File: config.mk
export PLATFORM = sky130hd
export DESIGN_NAME = present_key_schedule
export DESIGN_NICKNAME = d
export VERILOG_FILES = /design/src/rtl/present_key_schedule.sv
export SDC_FILE = /design/constraint.sdc
export NUM_CORES = 1
export LEC_CHECK = 0
export CORE_ASPECT_RATIO = 1.25
export CORE_UTILIZATION = 40
export CTS_BUF_LIST = sky130_fd_sc_hd__clkbuf_2 sky130_fd_sc_hd__clkbuf_4 sky130_fd_sc_hd__clkbuf_8
export DETAILED_ROUTE_END_ITERATION = 6
export DONT_BUFFER_PORTS = 1
export PLACE_DENSITY = 0.54
export SLEW_MARGIN = 20
export SYNTH_ARGS = -nofsm -noshare
export SYNTH_HDL_FRONTEND = slang
export SYNTH_SLANG_ARGS = --single-unit
File: constraint.sdc
create_clock -name clk -period 5 [get_ports clk]
set_input_delay 1.5 -clock clk [delete_from_list [all_inputs] [get_ports clk]]
set_output_delay 1.5 -clock clk [all_outputs]
set_load 0.02 [all_outputs]
File: src/rtl/present_key_schedule.sv
// PRESENT key-schedule engine: streams ROUNDS+1 round keys for an 80/128-bit user key,
// in forward (encrypt) or reverse (decrypt) order, one key per valid/ready handshake.
module present_key_schedule #(
  parameter int unsigned KEY_WIDTH = 80,
  parameter int unsigned ROUNDS    = 31
) (
  input  logic                 clk,
  input  logic                 rst,
  input  logic                 start_i,
  input  logic                 decrypt_i,
  input  logic [KEY_WIDTH-1:0] key_i,
  output logic [63:0]          rk_o,
  output logic [5:0]           rk_index_o,
  output logic                 rk_valid_o,
  input  logic                 rk_ready_i,
  output logic                 busy_o,
  output logic                 done_o
);

  localparam int unsigned KW     = KEY_WIDTH;
  localparam int unsigned CNT_W  = 5;
  localparam int unsigned IDX_W  = 6;
  localparam int unsigned XOR_LO = (KW == 128) ? 62 : 15;

  localparam logic [CNT_W-1:0] LAST_CNT = CNT_W'(ROUNDS);
  localparam logic [IDX_W-1:0] LAST_IDX = IDX_W'(ROUNDS + 1);

  if (!((KEY_WIDTH == 80) || (KEY_WIDTH == 128))) begin : g_bad_key_width
    $error("present_key_schedule: KEY_WIDTH must be 80 or 128");
  end
  if ((ROUNDS < 1) || (ROUNDS > 31)) begin : g_bad_rounds
    $error("present_key_schedule: ROUNDS must be in 1..31");
  end

  typedef enum logic [1:0] {
    S_IDLE    = 2'd0,
    S_PRECOMP = 2'd1,
    S_EMIT    = 2'd2
  } state_t;

  state_t             r_state;
  logic [KW-1:0]      r_key;
  logic [CNT_W-1:0]   r_cnt;
  logic [IDX_W-1:0]   r_idx;
  logic               r_dec;
  logic               r_valid;
  logic               r_busy;
  logic               r_done;

  state_t             w_state_nxt;
  logic [KW-1:0]      w_key_nxt;
  logic [CNT_W-1:0]   w_cnt_nxt;
  logic [IDX_W-1:0]   w_idx_nxt;
  logic               w_dec_nxt;
  logic               w_done_nxt;
  logic               w_xfer;

  function automatic logic [3:0] sbox(input logic [3:0] x);
    logic [3:0] y;
    case (x)
      4'h0: y = 4'hC;  4'h1: y = 4'h5;  4'h2: y = 4'h6;  4'h3: y = 4'hB;
      4'h4: y = 4'h9;  4'h5: y = 4'h0;  4'h6: y = 4'hA;  4'h7: y = 4'hD;
      4'h8: y = 4'h3;  4'h9: y = 4'hE;  4'hA: y = 4'hF;  4'hB: y = 4'h8;
      4'hC: y = 4'h4;  4'hD: y = 4'h7;  4'hE: y = 4'h1;  default: y = 4'h2;
    endcase
    return y;
  endfunction

  function automatic logic [3:0] inv_sbox(input logic [3:0] x);
    logic [3:0] y;
    case (x)
      4'h0: y = 4'h5;  4'h1: y = 4'hE;  4'h2: y = 4'hF;  4'h3: y = 4'h8;
      4'h4: y = 4'hC;  4'h5: y = 4'h1;  4'h6: y = 4'h2;  4'h7: y = 4'hD;
      4'h8: y = 4'hB;  4'h9: y = 4'h4;  4'hA: y = 4'h6;  4'hB: y = 4'h3;
      4'hC: y = 4'h0;  4'hD: y = 4'h7;  4'hE: y = 4'h9;  default: y = 4'hA;
    endcase
    return y;
  endfunction

  // Rotate left 61, S-box the top nibble(s), fold the round counter in.
  function automatic logic [KW-1:0] fwd_update(input logic [KW-1:0] k, input logic [CNT_W-1:0] c);
    logic [KW-1:0] t;
    t = {k[KW-62:0], k[KW-1:KW-61]};
    t[KW-1 -: 4] = sbox(t[KW-1 -: 4]);
    if (KW == 128) t[KW-5 -: 4] = sbox(t[KW-5 -: 4]);
    t[XOR_LO +: 5] = t[XOR_LO +: 5] ^ c;
    return t;
  endfunction

  // Exact inverse of fwd_update for the same counter value.
  function automatic logic [KW-1:0] inv_update(input logic [KW-1:0] k, input logic [CNT_W-1:0] c);
    logic [KW-1:0] t;
    t = k;
    t[XOR_LO +: 5] = t[XOR_LO +: 5] ^ c;
    t[KW-1 -: 4] = inv_sbox(t[KW-1 -: 4]);
    if (KW == 128) t[KW-5 -: 4] = inv_sbox(t[KW-5 -: 4]);
    return {t[60:0], t[KW-1:61]};
  endfunction

  assign w_xfer = r_valid & rk_ready_i;

  always_comb begin
    w_state_nxt = r_state;
    w_key_nxt   = r_key;
    w_cnt_nxt   = r_cnt;
    w_idx_nxt   = r_idx;
    w_dec_nxt   = r_dec;
    w_done_nxt  = 1'b0;
    case (r_state)
      S_IDLE: begin
        if (start_i) begin
          w_key_nxt = key_i;
          w_cnt_nxt = CNT_W'(1);
          w_dec_nxt = decrypt_i;
          if (decrypt_i) begin
            w_state_nxt = S_PRECOMP;
          end else begin
            w_idx_nxt   = IDX_W'(1);
            w_state_nxt = S_EMIT;
          end
        end
      end
      S_PRECOMP: begin
        // Walk forward to the last round key before streaming it back down.
        w_key_nxt = fwd_update(r_key, r_cnt);
        if (r_cnt == LAST_CNT) begin
          w_idx_nxt   = LAST_IDX;
          w_state_nxt = S_EMIT;
        end else begin
          w_cnt_nxt = r_cnt + CNT_W'(1);
        end
      end
      S_EMIT: begin
        if (w_xfer) begin
          if (r_dec) begin
            if (r_idx == IDX_W'(1)) begin
              w_done_nxt  = 1'b1;
              w_state_nxt = S_IDLE;
            end else begin
              w_key_nxt = inv_update(r_key, r_cnt);
              w_idx_nxt = r_idx - IDX_W'(1);
              if (r_cnt != CNT_W'(1)) w_cnt_nxt = r_cnt - CNT_W'(1);
            end
          end else begin
            if (r_idx == LAST_IDX) begin
              w_done_nxt  = 1'b1;
              w_state_nxt = S_IDLE;
            end else begin
              w_key_nxt = fwd_update(r_key, r_cnt);
              w_idx_nxt = r_idx + IDX_W'(1);
              if (r_cnt != LAST_CNT) w_cnt_nxt = r_cnt + CNT_W'(1);
            end
          end
        end
      end
      default: begin
        w_state_nxt = S_IDLE;
      end
    endcase
  end

  always_ff @(posedge clk or posedge rst) begin
    if (rst) begin
      r_state <= S_IDLE;
      r_key   <= '0;
      r_cnt   <= '0;
      r_idx   <= '0;
      r_dec   <= 1'b0;
      r_valid <= 1'b0;
      r_busy  <= 1'b0;
      r_done  <= 1'b0;
    end else begin
      r_state <= w_state_nxt;
      r_key   <= w_key_nxt;
      r_cnt   <= w_cnt_nxt;
      r_idx   <= w_idx_nxt;
      r_dec   <= w_dec_nxt;
      r_valid <= (w_state_nxt == S_EMIT);
      r_busy  <= (w_state_nxt != S_IDLE);
      r_done  <= w_done_nxt;
    end
  end

  assign rk_o       = r_key[KW-1 -: 64];
  assign rk_index_o = r_idx;
  assign rk_valid_o = r_valid;
  assign busy_o     = r_busy;
  assign done_o     = r_done;

endmodule

==> results of run 1 <==
==> metrics by stage <==
step / std cells / total power, mW / util / hold WS [ps]
after detailed placement: 835 / 4.55 / 0.379 / 511
after CTS: 849 / 5.09 / 0.391 / 532
after floorplan: 737 / 4.35 / - / 469
after global placement: 835 / 4.47 / 0.379 / 495
after global routing: 849 / 5.50 / 0.391 / 547
final: 849 / 5.04 / 0.391 / 525
==> cell usage in the layout (no fill, tap or decap), drive strengths merged, types with 3 or more instances in the layout <==
cell,netlist,layout
xor2,5,5
a221oi,71,71
nand2,93,93
mux2,8,8
o41ai,4,4
inv,19,20
nand3,4,4
a222oi,4,4
a22oi,3,3
o31ai,73,73
o211ai,6,6
a211oi,11,11
and2,4,4
a21oi,19,19
dfrtp,97,97
clkbuf,36,11
a21o,5,5
o21ai,16,16
buf,91,9
ha,23,23
xnor2,10,10
nor2,90,90
mux2i,4,4
nor2b,4,4
==> worst max-delay path by stage <==
stage	to	slack [ps]	depth (start not counted)
after global placement	r_cnt[4]	1440	6
after global routing	r_cnt[4]	1510	9
after detailed placement	r_cnt[4]	1420	6
final	r_key[77]	1770	9
after floorplan	busy_o	970	1
after CTS	rk_index_o[3]	1760	7
==> per-layer routing <==
metal  track usage  vias to the layer above
met5             0                        -
met4        0.0810                        0
met2         0.361                      174
met3        0.0450                       19
li1              -                     2430
met1         0.301                     2561
==> state kept, by name (all words and copies together), names as in the netlist <==
signal,count
rk_index_o,6
rk_valid_o,1
r_key,80
r_dec,1
r_cnt,5
busy_o,1
done_o,1
r_state,2
==> final cells by class <==
type / instances / area, sq um / area share
Multi-Input combinational cell: 493 / 3280 / 0.520
Sequential cell: 97 / 2430 / 0.385
Tap cell: 216 / 270 / 0.0428
Clock buffer: 11 / 145 / 0.0230
Inverter: 20 / 77.6 / 0.0123
Timing Repair Buffer: 9 / 67.6 / 0.0107
Clock inverter: 3 / 42.5 / 0.00674
==> power by group through the flow <==
stage          Sequential, mW  Combinational (mW)  Clock, mW
3_5_place_dp             2.13                2.42          0
3_3_place_gp             2.12                2.35          0
5_1_grt                  2.17                2.74      0.582
2_1_floorplan            1.49                2.86          0
4_1_cts                  2.11                2.43      0.547
6_report                 2.11                2.40      0.530
==> tightest hold or removal path, cell delays in order, from the launching register on <==
cell     delay [ps]
dfrtp_1         380
nand2_1          60
o31ai_1          50
==> kinds of logic after synthesis <==
family / after synthesis / synth area share
AND/OR/NAND/NOR: 210 / 0.133
adder cells (fa/ha/maj): 23 / 0.0436
buffers and inverters: 147 / 0.138
multiplexers: 14 / 0.0266
flip-flops: 97 / 0.368
AO/OA/AOI/OAI: 231 / 0.271
XOR/XNOR: 15 / 0.0199
==> metrics, run 1 <==
run status finished clean; Sw Pwr 2.68 mW; Max Fanout on Critical Path 96; Initial Util 0.409; power share of the clock group 0.105; Buf+Inv Stages, Crit Path 4; Arr. time, crit path 3510 ps; number of fill cells 1,665; pin count of the biggest net entering global routing 97; crit path setup slack, layout 1770 ps; Logic pwr share 0.477; Hold Path Cell Cnt 2; Setup Viol. Count Final 0; Setup TNS 0 ps; post-route design area 6310 sq um; Critical Path RT 5280 ps; TritonCTS clock tree done; Hold/Removal Path Class flip-flop to flip-flop; ys flop type dfrtp_1; synthesis warning total 0; CP startpoint r_state[0]; ANT nets after route 0; Area Growth Syn to Fin -4.38%; crit path launch type flip-flop; post-cts resize count 0; Final nets 738; Hold EP r_key[4]; Final GP Congestion 0.807; syn nets 845; Crit Path Class flip-flop to flip-flop; top layer in use met4; Die W 117 microns; hold path start r_key[4]; fmax 310 MHz; Critical Path Sink Type flip-flop; post-CTS setup buffers 0; R2R cell count 9; Worst path top cell family by delay buffers and inverters; Reg-to-Reg Start r_state[0]; Clock transition at path regs 100 ps; Synth Instances 737; fin crit share 0.646; largest cells by area after synthesis dfrtp_1, a221oi_1, o31ai_1, buf_4, nand2_1; Place WS 1420 ps; first-pass iteration count of the detailed router 5; Total GRT Usage 0.226; IO buf count 0; CTS Buf Count 9; HPWL Detailed 12,600 microns; Seq cells post-synth 97; DIE AREA 17,000 sq um; clk_skew 11.9 ps; clk buf depth 2; fin crit period 3230 ps; most frequent cells after synthesis dfrtp_1, nand2_1, nor2_1, o31ai_1, buf_4; Max VDD drop 0.416 mV; Sw Ratio 0.532; layout cells sized above 1 0.0695; syn avg cell area 8.95 sq um; PwrDens 799 nW/um^2; routed length on met2 8950 microns; RSZ-0062 raised after global routing no; Synth cell types 58; WL/cell 21.6 microns; Via density 6.11; most frequent cell after synthesis dfrtp_1; Final Hold Viols 0; internal power 2.36 mW; clock sink count 97; Root Driver clkbuf_8; first-pass GRT wire length 29,500 microns; Slew @ Worst Pin 952 ps; initial antenna violation count 0; FP Rows 52; sequential area share after synthesis 0.368; met3 routed WL 1190 microns; Async SR Flop Fraction 1.00; maximum single-stage delay on the critical path 690 ps; met1 wire length 7880 microns; Reg power frac 0.418; H-tree Lvls 3; Reg2Reg Setup Slack 1770 ps; Yosys top cell by area dfrtp_1; share of the synthesized area in the top cell type 0.368; Clock Latency Late Sink 390 ps; Leak 2.59 nW; Antenna Cells 0; Worst path slowest cell nand2_4; core area 16,100 sq um; Detailed Route WL 18,400 microns; number of global-route vias before repair 5,153; Rel. slew slack 0.365; grt ovf 0; IO Count 158; # DRC 0; Die Y 146 microns; post-synthesis cell area 6600 sq um; routed via count 5,184; worst path cell trace inv_1, ha_1, buf_4, inv_1, a211o_1, nand2_4, buf_4, a211oi_1, a21o_1; Post-DP Area 6120 sq um; number of synthesized flops with an enable pin 0; Max-cap violations 0; reg2reg end r_key[77]; max-slew violation count 0; 1st-iter DRT viols 354; Hold Buf Count CTS 0
(Power assumes the default switching activity.)
==> inputs of run 2 (changes only) <==
--- a/config.mk
+++ b/config.mk
@@ -10,7 +10,7 @@
 export CTS_BUF_LIST = sky130_fd_sc_hd__clkbuf_2 sky130_fd_sc_hd__clkbuf_4 sky130_fd_sc_hd__clkbuf_8
 export DETAILED_ROUTE_END_ITERATION = 6
 export DONT_BUFFER_PORTS = 1
-export PLACE_DENSITY = 0.54
+export PLACE_DENSITY = 0.56
 export SLEW_MARGIN = 20
 export SYNTH_ARGS = -nofsm -noshare
 export SYNTH_HDL_FRONTEND = slang
==> constraint.sdc (replaced) <==
create_clock -name clk -period 2.9 [get_ports clk]
set_input_delay 0.87 -clock clk [delete_from_list [all_inputs] [get_ports clk]]
set_output_delay 0.87 -clock clk [all_outputs]
set_load 0.02 [all_outputs]
==> run 2 against run 1 <==
  * Combinational power grew 80%
  * Highest routed layer unchanged
  * Sequential share of layout area shrank 0.82 points
  * Power grew 77%
  * First-iteration DRC count grew 12%
  * Die area is the same
  * Core utilization grew 0.85 points
==> metrics, run 2 (synthesis results as in run 1) <==
Total GRT Usage 0.225 (-0.000989); number of fill cells 1,648 (-1.0%); core area 16,100 sq um (unchanged); first-pass GRT wire length 29,500 microns (+0.14%); met1 usage 0.294 (-0.00722); Die Y 146 microns (unchanged); Final nets 748 (+1.4%); placed insts 845 (+1.2%); commonest non-fill, non-tap cell in the layout dfrtp_1; worst path cell trace inv_1, ha_1, nand3b_1, a211o_1, nand2_4, buf_4, o31ai_1; first-pass iteration count of the detailed router 5 (unchanged); final instance count without filler cells 861 (+1.4%); crit path setup slack, layout 333 ps (-1440 ps); met2 Usage GRT 0.358 (-0.00355); FP Rows 52 (unchanged); WL/cell 21.4 microns (-1.1%); max-slew violation count 0 (unchanged); commonest non-fill, non-tap cells in the layout dfrtp_1, nand2_1, nor2_1; Final Hold Viols 0 (unchanged); # DRC 0 (unchanged); H-tree Lvls 3 (unchanged); Setup TNS 0 ps (unchanged); Final Core Density 0.399 (+0.00853); grt ovf 0 (unchanged); Worst path top cell family by delay buffers and inverters; Largest register FFs 80 (unchanged); IO buf count 0 (unchanged); Buf+Inv Stages, Crit Path 2 (-2); Place WS 362 ps (-1060 ps); crit path launch type flip-flop; Sw Ratio 0.524 (-0.00831); CTS Buf Count 9 (unchanged); initial antenna violation count 0 (unchanged); Root Driver clkbuf_8; power share of the clock group 0.115 (+0.010); Die W 117 microns (unchanged); Hold/Removal Path Class input port to async pin; pin count of the biggest net entering global routing 98 (+1.0%); Slew @ Worst Pin 826 ps (-126 ps); Critical Path RT 3130 ps (-2150 ps); PwrDens 1390 nW/um^2 (+73%); 1st-iter DRT viols 397 (+12%); routed via count 5,261 (+1.5%); fin crit period 2570 ps (-662 ps); Via density 6.11 (about the same); run status finished clean; Critical Path Sink Type flip-flop; maximum single-stage delay on the critical path 660 ps (-30 ps); Hold Buf Count CTS 0 (unchanged); Max-cap violations 0 (unchanged); Clock Latency Late Sink 390 ps (about the same); Worst path slowest cell buf_4; Hold WS 466 ps (-58.5 ps); Initial Util 0.409 (unchanged); internal power 4.25 mW (+80%); IO Count 158 (unchanged); clock sink count 97 (unchanged); Antenna Cells 0 (unchanged); largest register by flop count r_key; Detailed Route WL 18,400 microns (+0.27%); HPWL Detailed 12,800 microns (+1.3%); Leak 2.67 nW (+3.0%); Clock transition at path regs 100 ps (about the same); clk_skew 14.8 ps (+2.86 ps); Crit Path Class flip-flop to flip-flop; fin crit share 0.885 (+0.239); TritonCTS clock tree done; GRT busiest layer met2; met3 Usage GRT 0.0475 (+0.00250); Final GP Congestion 0.874 (+8.3%); Max VDD drop 0.510 mV (+23%); Sw Pwr 4.68 mW (+75%); Arr. time, crit path 2800 ps (-710 ps); Setup Viol. Count Final 0 (unchanged); RSZ-0062 raised after global routing no; number of global-route vias before repair 5,169 (+0.31%); Area Growth Syn to Fin -2.30%; Logic pwr share 0.485 (+0.008); layout cells sized above 1 0.0868 (+0.0173); DIE AREA 17,000 sq um (unchanged); post-cts resize count 0 (unchanged); Rel. slew slack 0.449 (+0.0842); Reg power frac 0.400 (-0.018); ANT nets after route 0 (unchanged); clk buf depth 2 (unchanged); Max Fanout on Critical Path 92 (-4.2%); post-CTS setup buffers 0 (unchanged); fmax 390 MHz (+26%)
-- run 2: stage by stage --
step / power, mW / instance area (sq um)
global route: 9.67 / 6440
floorplan: 7.50 / 6600
CTS: 9.02 / 6440
global placement: 7.82 / 6220
detailed placement: 7.97 / 6220
finish: 8.93 / 6440
-- run 2: final cells by class --
| class | count | area [sq um] | area share |
|---|---|---|---|
| clock buffers | 11 | 145 | 0.0225 |
| well taps | 216 | 270 | 0.0419 |
| clock inverters | 5 | 78.8 | 0.0122 |
| inverters | 20 | 78.8 | 0.0122 |
| flip-flops and latches | 97 | 2430 | 0.377 |
| multi-input cells | 493 | 3280 | 0.508 |
| repair buffers | 19 | 168 | 0.0260 |
-- run 2: final timing paths --
| check | startpoint | to | slack, ps | cells after the start |
|---|---|---|---|---|
| worst max-delay path | rk_index_o[0] | r_key[4] | 330 | 7 |
| worst min-delay path | rst | r_key[78] | 470 | 2 |
| worst max register to register | rk_index_o[0] | r_key[4] | 330 | 7 |
| worst min register to register | r_key[14] | r_key[14] | 530 | 2 |
| max in group asynchronous | rst | r_dec | 1950 | 2 |
| min in group clk | r_key[14] | r_key[14] | 530 | 2 |
-- run 2: power by group through the flow --
stage | Sequential [mW] | Combinational (mW) | Clock (mW)
after floorplan | 2.57 | 4.94 | 0
after global placement | 3.60 | 4.22 | 0
after detailed placement | 3.61 | 4.37 | 0
after CTS | 3.58 | 4.37 | 1.06
after global routing | 3.68 | 4.88 | 1.11
final | 3.57 | 4.33 | 1.03
-- run 2: routing by layer --
| layer | routed length [microns] | vias to the layer above |
|---|---|---|
| li1 | - | 2458 |
| met2 | 8960 | 202 |
| met5 | 0 | - |
| met1 | 7640 | 2568 |
| met3 | 1350 | 33 |
| met4 | 472 | 0 |
